## config.mk

```make
export PLATFORM = sky130hd
export DESIGN_NAME = wb_initiator_flat
export DESIGN_NICKNAME = d
export VERILOG_FILES = /design/src/rtl/wb_pkg.sv /design/src/rtl/wb_initiator_if.sv /design/src/rtl/wb_watchdog.sv /design/src/rtl/wb_initiator.sv /design/src/flat_wrapper.sv
export SDC_FILE = /design/constraint.sdc
export NUM_CORES = 1
export LEC_CHECK = 0
export ABC_AREA = 1
export CAP_MARGIN = 15
export CORE_MARGIN = 2
export CORE_UTILIZATION = 49
export CTS_CLUSTER_DIAMETER = 100
export CTS_CLUSTER_SIZE = 12
export DETAILED_ROUTE_END_ITERATION = 6
export PLACE_DENSITY = 0.95
export SLEW_MARGIN = 10
export SYNTH_ARGS = -nofsm -noshare
export SYNTH_HDL_FRONTEND = slang
export SYNTH_SLANG_ARGS = --single-unit
```

## constraint.sdc

```tcl
create_clock -name wb_clk_i -period 3.2 [get_ports wb_clk_i]
set_input_delay 0.8 -clock wb_clk_i [delete_from_list [all_inputs] [get_ports wb_clk_i]]
set_output_delay 0.8 -clock wb_clk_i [all_outputs]
set_load 0.05 [all_outputs]
```

## src/rtl/wb_pkg.sv

```systemverilog
// Shared Wishbone definitions: initiator FSM states, bus widths and the
// handshake/register-map constants common to the initiator and its responder.
package wb_pkg;

  localparam int WB_DATA_W = 32;
  localparam int WB_SEL_W  = 4;
  localparam int CNT_W     = 16;
  localparam int WDOG_W    = 16;

  localparam logic WB_ACK  = 1'b1;
  localparam logic WB_NACK = 1'b0;

  // Register responder map (offsets within its 0x3xxx_xxxx window)
  localparam logic [7:0]           REG_ID_OFS = 8'h04;
  localparam logic [7:0]           REG_WR_OFS = 8'h18;
  localparam logic [7:0]           REG_RD_OFS = 8'h1C;
  localparam logic [WB_DATA_W-1:0] REG_ID_VAL = 32'h4669_626F;

  typedef enum logic [1:0] {
    ST_IDLE = 2'd0,
    ST_BUS  = 2'd1,
    ST_RESP = 2'd2
  } wb_state_e;

endpackage

```

## src/rtl/wb_initiator_if.sv

```systemverilog
// Command/response handshake plus Wishbone classic master bus, bundled so the
// initiator and whoever drives it share one set of signal definitions.
interface wb_initiator_if
  import wb_pkg::*;
#(
  parameter int ADDR_WIDTH = 32
) ();

  logic                  cmd_valid;
  logic                  cmd_ready;
  logic                  cmd_we;
  logic [WB_SEL_W-1:0]   cmd_sel;
  logic [ADDR_WIDTH-1:0] cmd_addr;
  logic [WB_DATA_W-1:0]  cmd_data;

  logic                  rsp_valid;
  logic                  rsp_ready;
  logic [WB_DATA_W-1:0]  rsp_data;
  logic                  rsp_err;

  logic                  wbm_cyc_o;
  logic                  wbm_stb_o;
  logic                  wbm_we_o;
  logic [WB_SEL_W-1:0]   wbm_sel_o;
  logic [ADDR_WIDTH-1:0] wbm_adr_o;
  logic [WB_DATA_W-1:0]  wbm_dat_o;
  logic                  wbm_ack_i;
  logic [WB_DATA_W-1:0]  wbm_dat_i;

  logic [CNT_W-1:0]      txn_count;
  logic [CNT_W-1:0]      err_count;

  modport master (
    input  cmd_valid, cmd_we, cmd_sel, cmd_addr, cmd_data, rsp_ready,
           wbm_ack_i, wbm_dat_i,
    output cmd_ready, rsp_valid, rsp_data, rsp_err,
           wbm_cyc_o, wbm_stb_o, wbm_we_o, wbm_sel_o, wbm_adr_o, wbm_dat_o,
           txn_count, err_count
  );

  modport slave (
    output cmd_valid, cmd_we, cmd_sel, cmd_addr, cmd_data, rsp_ready,
           wbm_ack_i, wbm_dat_i,
    input  cmd_ready, rsp_valid, rsp_data, rsp_err,
           wbm_cyc_o, wbm_stb_o, wbm_we_o, wbm_sel_o, wbm_adr_o, wbm_dat_o,
           txn_count, err_count
  );

endinterface

```

## src/rtl/wb_watchdog.sv

```systemverilog
// Bus-cycle watchdog: counts enabled cycles since the last clear and flags the
// cycle whose count would reach the limit.
module wb_watchdog
  import wb_pkg::*;
(
  input  logic              clk,
  input  logic              rst,
  input  logic              i_clear,
  input  logic              i_enable,
  input  logic [WDOG_W-1:0] i_limit,
  output logic              o_expired
);

  logic [WDOG_W-1:0] r_cnt;
  logic [WDOG_W:0]   w_next;

  assign w_next    = {1'b0, r_cnt} + 1'b1;
  // Expiry is announced on the edge that would make the count reach the limit
  assign o_expired = i_enable && (w_next >= {1'b0, i_limit});

  always_ff @(posedge clk) begin
    if (rst || i_clear) begin
      r_cnt <= '0;
    end else if (i_enable && !o_expired) begin
      r_cnt <= w_next[WDOG_W-1:0];
    end
  end

endmodule

```

## src/rtl/wb_initiator.sv

```systemverilog
// Single-outstanding Wishbone classic initiator: accepts one command, runs one
// bus cycle (ack or timeout), then holds the response until it is consumed.
module wb_initiator
  import wb_pkg::*;
#(
  parameter int TIMEOUT_CYCLES = 16,
  parameter int ADDR_WIDTH     = 32
) (
  input  logic             wb_clk_i,
  input  logic             wb_rst_i,
  wb_initiator_if.master   bus
);

  localparam logic [WDOG_W-1:0] TO_LIMIT = WDOG_W'(TIMEOUT_CYCLES);

  wb_state_e r_state, w_state_nxt;

  logic                  r_we;
  logic [WB_SEL_W-1:0]   r_sel;
  logic [ADDR_WIDTH-1:0] r_adr;
  logic [WB_DATA_W-1:0]  r_dat;
  logic [WB_DATA_W-1:0]  r_rsp_data;
  logic                  r_rsp_err;
  logic [CNT_W-1:0]      r_txn;
  logic [CNT_W-1:0]      r_err;

  logic w_cyc;
  logic w_ack;
  logic w_accept;
  logic w_done_ack;
  logic w_done_to;
  logic w_expired;

  function automatic logic [CNT_W-1:0] sat_inc(input logic [CNT_W-1:0] v);
    return (v == {CNT_W{1'b1}}) ? v : v + 1'b1;
  endfunction

  assign w_cyc = (r_state == ST_BUS);
  assign w_ack = (bus.wbm_ack_i == WB_ACK);

  wb_watchdog u_wdog (
    .clk       (wb_clk_i),
    .rst       (wb_rst_i),
    .i_clear   (r_state != ST_BUS),
    .i_enable  (w_cyc && !w_ack),
    .i_limit   (TO_LIMIT),
    .o_expired (w_expired)
  );

  always_ff @(posedge wb_clk_i) begin
    if (wb_rst_i) begin
      r_state <= ST_IDLE;
    end else begin
      r_state <= w_state_nxt;
    end
  end

  // Ack is tested before expiry so a same-edge ack always wins
  always_comb begin
    w_state_nxt = r_state;
    w_accept    = 1'b0;
    w_done_ack  = 1'b0;
    w_done_to   = 1'b0;
    case (r_state)
      ST_IDLE: begin
        if (bus.cmd_valid) begin
          w_accept    = 1'b1;
          w_state_nxt = ST_BUS;
        end
      end
      ST_BUS: begin
        if (w_ack) begin
          w_done_ack  = 1'b1;
          w_state_nxt = ST_RESP;
        end else if (w_expired) begin
          w_done_to   = 1'b1;
          w_state_nxt = ST_RESP;
        end
      end
      ST_RESP: begin
        if (bus.rsp_ready) begin
          w_state_nxt = ST_IDLE;
        end
      end
      default: w_state_nxt = ST_IDLE;
    endcase
  end

  always_ff @(posedge wb_clk_i) begin
    if (wb_rst_i) begin
      r_we       <= 1'b0;
      r_sel      <= '0;
      r_adr      <= '0;
      r_dat      <= '0;
      r_rsp_data <= '0;
      r_rsp_err  <= 1'b0;
      r_txn      <= '0;
      r_err      <= '0;
    end else begin
      if (w_accept) begin
        r_we  <= bus.cmd_we;
        r_sel <= bus.cmd_sel;
        r_adr <= bus.cmd_addr;
        r_dat <= bus.cmd_data;
      end
      if (w_done_ack) begin
        r_rsp_data <= bus.wbm_dat_i;
        r_rsp_err  <= 1'b0;
      end else if (w_done_to) begin
        r_rsp_data <= '0;
        r_rsp_err  <= 1'b1;
      end
      if (w_done_ack || w_done_to) begin
        r_txn <= sat_inc(r_txn);
      end
      if (w_done_to) begin
        r_err <= sat_inc(r_err);
      end
    end
  end

  assign bus.cmd_ready = (r_state == ST_IDLE);
  assign bus.rsp_valid = (r_state == ST_RESP);
  assign bus.rsp_data  = r_rsp_data;
  assign bus.rsp_err   = r_rsp_err;

  // Bus qualifiers are forced low outside a cycle so the bus idles at zero
  assign bus.wbm_cyc_o = w_cyc;
  assign bus.wbm_stb_o = w_cyc;
  assign bus.wbm_we_o  = w_cyc ? r_we  : 1'b0;
  assign bus.wbm_sel_o = w_cyc ? r_sel : '0;
  assign bus.wbm_adr_o = w_cyc ? r_adr : '0;
  assign bus.wbm_dat_o = w_cyc ? r_dat : '0;

  assign bus.txn_count = r_txn;
  assign bus.err_count = r_err;

endmodule
```

## src/flat_wrapper.sv

```systemverilog
// flat-port wrapper written by rule: the top's interface ports become plain ports
module wb_initiator_flat import wb_pkg::*;
#(
  parameter int TIMEOUT_CYCLES = 16,
  parameter int ADDR_WIDTH     = 32
)
  (wb_clk_i, wb_rst_i, bus_cmd_valid, bus_cmd_we, bus_cmd_sel, bus_cmd_addr, bus_cmd_data, bus_rsp_ready, bus_wbm_ack_i, bus_wbm_dat_i, bus_cmd_ready, bus_rsp_valid, bus_rsp_data, bus_rsp_err, bus_wbm_cyc_o, bus_wbm_stb_o, bus_wbm_we_o, bus_wbm_sel_o, bus_wbm_adr_o, bus_wbm_dat_o, bus_txn_count, bus_err_count);
  wb_initiator_if #(.ADDR_WIDTH(ADDR_WIDTH)) bus_i ();
  input  logic wb_clk_i;
  input  logic wb_rst_i;
  input wire logic [$bits(bus_i.cmd_valid)-1:0] bus_cmd_valid;
  input wire logic [$bits(bus_i.cmd_we)-1:0] bus_cmd_we;
  input wire logic [$bits(bus_i.cmd_sel)-1:0] bus_cmd_sel;
  input wire logic [$bits(bus_i.cmd_addr)-1:0] bus_cmd_addr;
  input wire logic [$bits(bus_i.cmd_data)-1:0] bus_cmd_data;
  input wire logic [$bits(bus_i.rsp_ready)-1:0] bus_rsp_ready;
  input wire logic [$bits(bus_i.wbm_ack_i)-1:0] bus_wbm_ack_i;
  input wire logic [$bits(bus_i.wbm_dat_i)-1:0] bus_wbm_dat_i;
  output wire logic [$bits(bus_i.cmd_ready)-1:0] bus_cmd_ready;
  output wire logic [$bits(bus_i.rsp_valid)-1:0] bus_rsp_valid;
  output wire logic [$bits(bus_i.rsp_data)-1:0] bus_rsp_data;
  output wire logic [$bits(bus_i.rsp_err)-1:0] bus_rsp_err;
  output wire logic [$bits(bus_i.wbm_cyc_o)-1:0] bus_wbm_cyc_o;
  output wire logic [$bits(bus_i.wbm_stb_o)-1:0] bus_wbm_stb_o;
  output wire logic [$bits(bus_i.wbm_we_o)-1:0] bus_wbm_we_o;
  output wire logic [$bits(bus_i.wbm_sel_o)-1:0] bus_wbm_sel_o;
  output wire logic [$bits(bus_i.wbm_adr_o)-1:0] bus_wbm_adr_o;
  output wire logic [$bits(bus_i.wbm_dat_o)-1:0] bus_wbm_dat_o;
  output wire logic [$bits(bus_i.txn_count)-1:0] bus_txn_count;
  output wire logic [$bits(bus_i.err_count)-1:0] bus_err_count;
  assign bus_i.cmd_valid = bus_cmd_valid;
  assign bus_i.cmd_we = bus_cmd_we;
  assign bus_i.cmd_sel = bus_cmd_sel;
  assign bus_i.cmd_addr = bus_cmd_addr;
  assign bus_i.cmd_data = bus_cmd_data;
  assign bus_i.rsp_ready = bus_rsp_ready;
  assign bus_i.wbm_ack_i = bus_wbm_ack_i;
  assign bus_i.wbm_dat_i = bus_wbm_dat_i;
  assign bus_cmd_ready = bus_i.cmd_ready;
  assign bus_rsp_valid = bus_i.rsp_valid;
  assign bus_rsp_data = bus_i.rsp_data;
  assign bus_rsp_err = bus_i.rsp_err;
  assign bus_wbm_cyc_o = bus_i.wbm_cyc_o;
  assign bus_wbm_stb_o = bus_i.wbm_stb_o;
  assign bus_wbm_we_o = bus_i.wbm_we_o;
  assign bus_wbm_sel_o = bus_i.wbm_sel_o;
  assign bus_wbm_adr_o = bus_i.wbm_adr_o;
  assign bus_wbm_dat_o = bus_i.wbm_dat_o;
  assign bus_txn_count = bus_i.txn_count;
  assign bus_err_count = bus_i.err_count;
  wb_initiator #(.TIMEOUT_CYCLES(TIMEOUT_CYCLES), .ADDR_WIDTH(ADDR_WIDTH)) u_core (.wb_clk_i(wb_clk_i), .wb_rst_i(wb_rst_i), .bus(bus_i));
endmodule
```

==> impl_metrics.toml, run 1 <==
[outcome]
outcome = "finished clean"

[critical_path]
crit_fanout = 3
crit_required_ps = 2400
startpoint = "u_core.r_state[0]"
ff2ff_path_depth = 15
cp-end-kind = "output port"
critPathKind = "reg2out"
crit_arrival_ps = 2040
startpoint_type = "register"
rr_startpoint = "u_core.u_wdog.r_cnt[0]"

[logic_synthesis]
yosysWarnings = 0
synth_top_cell_area_share_pct = 44.84
synth_area_leaders = "dfxtp_1, a21oi_1, nand2_1"
synth_cell_types = 31
synthArstFlopShare_pct = 0
synth-seq-area-share_pct = 44.84
ys_seq_elements = 152
syn_nets = 1050
synthFlopType = "dfxtp_1"
netlist_area_sq_um = 6787
synth.avg_cell_area_sq_um = 7.212
synth_common_cells = "dfxtp_1, nand2_1, a21oi_1"
yosys.area.top_type = "dfxtp_1"
yosysMostFrequentCell = "dfxtp_1"
synth_edf_count = 0
syn_inst = 941

[clock_tree]
cts.clk_slew.worst_paths_ps = 70
clock_latency_ps = 420
clockBufferDepth = 2
cts-buffers-inserted = 17
cts_hold_buf = 0
cts_root_buffer = "clkbuf_16"
clock_sinks = 152
cts_max_level = 4
cts_resized = 0
cts_tree = "done"
cts_setup_buffers = 0

[sta]
worst_pin_slew_ps = 774.1
hold_violations = 0
rsz0062_at_grt = "no"
slew_violations = 0
min_period_ps = 2843
clock-skew-final_ps = 10.67
setup-tns-final_ps = 0
setup_slack_ps = 357.4
period_share_pct = 88.83
setup_viol = 0
maxSlewHeadroom_pct = 48.39
fmax_mhz = 351.8

[global_route]
track_usage_pct = 24.71
grt_pass1_vias = 6374
grt_max_degree = 70
grt_antenna_before_repair = 0
grt_pass1_wl_mm = 29.31
grt-ovfl-total = 0

[drt]
drtAntennaViolNets = 0
avgViaCountPerCell = 5.140
routed_wl_mm = 19.05
firstDrtPassIters = 5
num_vias = 6949
wire_per_inst_um = 14.09
drc = 0
drtIter0Drc = 510

[finish]
n_antenna_cell = 0
post-route-util_pct = 70.52
nets = 1269
area_growth_pct = 42.57
drive_gt1_share_pct = 13.40

[floorplan]
dieWidth_um = 121.7
std_cell_rows = 43
initial_utilization_pct = 49.47
die_y_um = 121.7
ios = 244
dieArea_sq_um = 14810
core_area_sq_um = 13720

[pwr]
leakage_nw = 3.662
power_switching_w = 0.001316
powerDensity_nw_per_um2 = 475.2
ir_worst_vdd_mv = 0.3489
pwr-share-clk_pct = 40.8
seqPwrFrac_pct = 44.0
power_frac_comb_pct = 15.3
total_power_w = 0.004597
swShare_pct = 28.62
p_int_w = 0.003282

[place]
place_ws_ps = 736.2
dpl.hpwl_mm = 13.37
place_congestion = 0.9390
io_buffers = 243

[job]
cap_violations = 0

[worst_hold_path]
hold_start = "u_core.r_dat[0]"
whs_path_depth = 2
hold_path_class = "reg2reg"
-- power by group through the flow --
stage,logic [W],registers (W),clock network [W]
after floorplan,0.000368,0.00211,0
after global placement,0.000680,0.00206,0
after detailed placement,0.000696,0.00206,0
after CTS,0.000702,0.00202,0.00190
after global routing,0.000753,0.00203,0.00197
final,0.000702,0.00202,0.00187
-- worst paths after layout --
check	slack (ps)	end
worst min register to register	460	u_core.r_dat[0]
worst max register to register	690	u_core.bus.rsp_data[3]
worst min-delay path	460	u_core.r_dat[0]
worst max-delay path	360	bus_wbm_cyc_o
-- critical path, stage by stage (launching register included) --
cell	delay [ps]
dfxtp_1	340
inv_1	40
nor2_1	350
clkdlybuf4s50_1	890
-- cell usage in the layout (no fill, tap or decap), drive strengths merged --
cell             n
clkdlybuf4s50  173
nand2          168
dfxtp          152
a21oi          138
inv            124
nor2           119
buf             78
o21ai           76
nand3           57
xor2            22
clkbuf          18
nor3            12
nand4            9
xnor2            8
clkinvlp         7
nand3b           4
nor4             3
ha               3
and2             1
-- metal layers --
metal | share of wire, % | vias to the layer above | routed length, um | GRT usage [%]
met1 | 41 | 3182 | 7864 | 28.42
met2 | 48 | 265 | 9086 | 41.82
li1 | - | 3445 | - | -
met5 | 0 | - | 0 | 0
met3 | 7.1 | 57 | 1358 | 7.303
met4 | 3.9 | 0 | 736 | 12.43
-- through the flow --
stage / cells / hold slack [ps] / cell area, sq um
4_1_cts: 1352 / 455.8 / 9676
5_1_grt: 1352 / 468.4 / 9676
3_5_place_dp: 1321 / 445.8 / 9124
6_report: 1352 / 455.5 / 9676
2_1_floorplan: 941 / 429.8 / 6787
3_3_place_gp: 1321 / 439.2 / 9124
-- final cells by class --
class                   count  area, sq um
multi-input cells         620         3073
fillers                  1029         4044
well taps                 180        225.2
clock buffers              18        439.2
clock inverters            13        112.6
repair buffers            251         2340
flip-flops and latches    152         3043
inverters                 118        442.9
-- flip-flops by register name, summed over array words and instances (netlist names) --
| signal | cells |
|---|---|
| u_core.bus.err_count | 16 |
| u_core.bus.rsp_data | 32 |
| u_core.bus.rsp_err | 1 |
| u_core.bus.txn_count | 16 |
| u_core.r_adr | 32 |
| u_core.r_dat | 32 |
| u_core.r_sel | 4 |
| u_core.r_state | 2 |
| u_core.r_we | 1 |
| u_core.u_wdog.r_cnt | 16 |
-- cell families after synthesis --
kind of cell	synth area share (%)
buf+inv	10.03
fa+ha+maj	0.5532
compound gates	16.33
xor+xnor	3.872
simple gates	24.37
flops	44.84
Note: power is estimated with default switching activity, not from simulation.
==> run 2: changes to the inputs <==
--- a/config.mk
+++ b/config.mk
@@ -13,6 +13,8 @@
 export CTS_CLUSTER_SIZE = 12
 export DETAILED_ROUTE_END_ITERATION = 6
 export PLACE_DENSITY = 0.95
+export RECOVER_POWER = 100
+export SKIP_LAST_GASP = 1
 export SLEW_MARGIN = 10
 export SYNTH_ARGS = -nofsm -noshare
 export SYNTH_HDL_FRONTEND = slang
==> run 2 against run 1 <==
Compared with the run above: final cell count is the same; worst setup slack got worse by 49 ps; design area fell by 2.4%; clock skew barely moved; via count down 0.27%; critical path type unchanged; wire length shrank 0.28%; sequential share of layout area grew 0.76 points; critical path depth rose by 3; combinational power fell by 4.7%.
==> impl_metrics.toml, run 2 (same netlist as run 1, synthesis figures left out) <==
[outcome]
outcome = "finished clean"

[place]
dp.cells = 1321
io_buffers = 243
dpl.hpwl_mm = 13.37
place_ws_ps = 736.2
place_congestion = 0.9390

[drt]
firstDrtPassIters = 5
drc = 0
wire_per_inst_um = 14.05
routed_wl_mm = 18.99
num_vias = 6930
drtAntennaViolNets = 0
avgViaCountPerCell = 5.126
drtIter0Drc = 448

[sta]
period_share_pct = 90.35
fmax_mhz = 345.9
worst_pin_slew_ps = 1411
clock-skew-final_ps = 10.22
setup_slack_ps = 308.8
maxSlewHeadroom_pct = 5.688
hold_violations = 0
setup-tns-final_ps = 0
rsz0062_at_grt = "no"
min_period_ps = 2891
setup_viol = 0
slew_violations = 0

[finish]
mostFrequentLayoutCells = "nand2_1, dfxtp_1, a21oi_1, inv_1, nor2_1"
area_growth_pct = 39.21
final_cells = 1352
post-route-util_pct = 68.86
n_antenna_cell = 0
drive_gt1_share_pct = 12.12
nets = 1269
layout_commonest_cell = "nand2_1"

[critical_path]
cp_slowest_cell = "dfxtp_1"
crit_end = "bus_wbm_dat_o[21]"
rr_startpoint = "u_core.u_wdog.r_cnt[0]"
cp-end-kind = "output port"
crit_required_ps = 2400
cp_top_family = "buffers and inverters"
startpoint = "u_core.r_state[0]"
startpoint_type = "register"
worst-path-buf-inv = 4
critPathMaxStageDelay_ps = 340
r2r_slack_ps = 480
critPathKind = "reg2out"
critical_path.cell_chain = "inv_1 > nor2_1 > inv_1 > buf_6 > nor2_1 > clkbuf_2"
ff2ff_path_depth = 16
crit_fanout = 69
r2r_end = "u_core.bus.txn_count[13]"
crit_arrival_ps = 2090
cp.depth = 6

[floorplan]
core_area_sq_um = 13720
std_cell_rows = 43
die_y_um = 121.7
ios = 244
dieWidth_um = 121.7
initial_utilization_pct = 49.47
dieArea_sq_um = 14810

[clock_tree]
clock_sinks = 152
cts_max_level = 4
cts.clk_slew.worst_paths_ps = 70
cts_tree = "done"
cts_resized = 0
clockBufferDepth = 2
cts_hold_buf = 0
cts-buffers-inserted = 17
cts_setup_buffers = 0
clock_latency_ps = 420
cts_root_buffer = "clkbuf_16"

[pwr]
swShare_pct = 28.75
p_int_w = 0.003253
powerDensity_nw_per_um2 = 483.2
leakage_nw = 3.826
power_frac_comb_pct = 14.6
ir_worst_vdd_mv = 0.3442
seqPwrFrac_pct = 44.3
pwr-share-clk_pct = 41.1
power_switching_w = 0.001313

[global_route]
grt_pass1_vias = 6374
grt_antenna_before_repair = 0
grt_max_degree = 70
track_usage_pct = 24.71
grt-ovfl-total = 0
grt_pass1_wl_mm = 29.31

[worst_hold_path]
hold_path_class = "reg2reg"

[job]
cap_violations = 0
==> run 2: cell count changes in the layout (fill, tap and decap cells not counted), moves of 2 or more <==
cell,change
clkdlybuf4s50_1,-70
dlygate4sd3_1,+70
buf_4,-66
clkbuf_2,+66
nand2_1,+11
nand2_2,-9
inv_1,+2
inv_2,-2
==> run 2: power by group through the flow <==
stage	Sequential [W]	Combinational [W]	Clock (W)
2_1_floorplan	0.00211	0.000368	0
3_3_place_gp	0.00206	0.000680	0
3_5_place_dp	0.00206	0.000696	0
4_1_cts	0.00202	0.000702	0.00190
5_1_grt	0.00203	0.000721	0.00197
6_report	0.00202	0.000669	0.00188
==> run 2: metrics by stage <==
stage / total power, W / hold WS, ps / area (sq um)
after floorplan: 0.002476 / 429.8 / 6787
after detailed placement: 0.002759 / 445.8 / 9124
after global placement: 0.002738 / 439.2 / 9124
final: 0.004565 / 455.3 / 9448
after global routing: 0.004715 / 468.4 / 9448
after CTS: 0.004623 / 455.8 / 9676
==> run 2: worst min path at each step <==
stage | from | to | slack, ps | depth (start not counted)
5_1_grt | u_core.r_adr[21] | u_core.r_adr[21] | 470 | 2
6_report | u_core.r_dat[0] | u_core.r_dat[0] | 460 | 2
4_1_cts | u_core.r_adr[13] | u_core.r_adr[13] | 460 | 2
3_3_place_gp | u_core.r_adr[17] | u_core.r_adr[17] | 440 | 2
2_1_floorplan | u_core.r_adr[24] | u_core.r_adr[24] | 430 | 2
3_5_place_dp | u_core.r_dat[4] | u_core.r_dat[4] | 450 | 2
==> run 2: layout make-up <==
| class | count | area [sq um] |
|---|---|---|
| clock buffers | 18 | 439.2 |
| clock inverters | 13 | 112.6 |
| fillers | 1092 | 4272 |
| inverters | 118 | 442.9 |
| multi-input cells | 620 | 3019 |
| flip-flops and latches | 152 | 3043 |
| well taps | 180 | 225.2 |
| repair buffers | 251 | 2166 |
==> run 2: routing by layer <==
metal	up-vias	part of all wire [%]	GRT usage, %
li1	3448	-	-
met1	3159	41	28.42
met2	270	48	41.82
met3	53	7.0	7.303
met4	0	3.7	12.43
met5	-	0	0
==> run 2: worst register-to-register path, cell delays in order, from the launching register on <==
cell	delay (ps)
dfxtp_1	390
ha_1	240
nand3_1	150
nor2_1	240
nand3_1	110
nand2_1	80
nand2_1	40
inv_1	50
nand2_1	50
nor2_1	160
nand3_2	80
nand2_1	80
nand2_1	80
clkbuf_2	300
nand2_2	360
nand2_1	110
a21oi_2	130
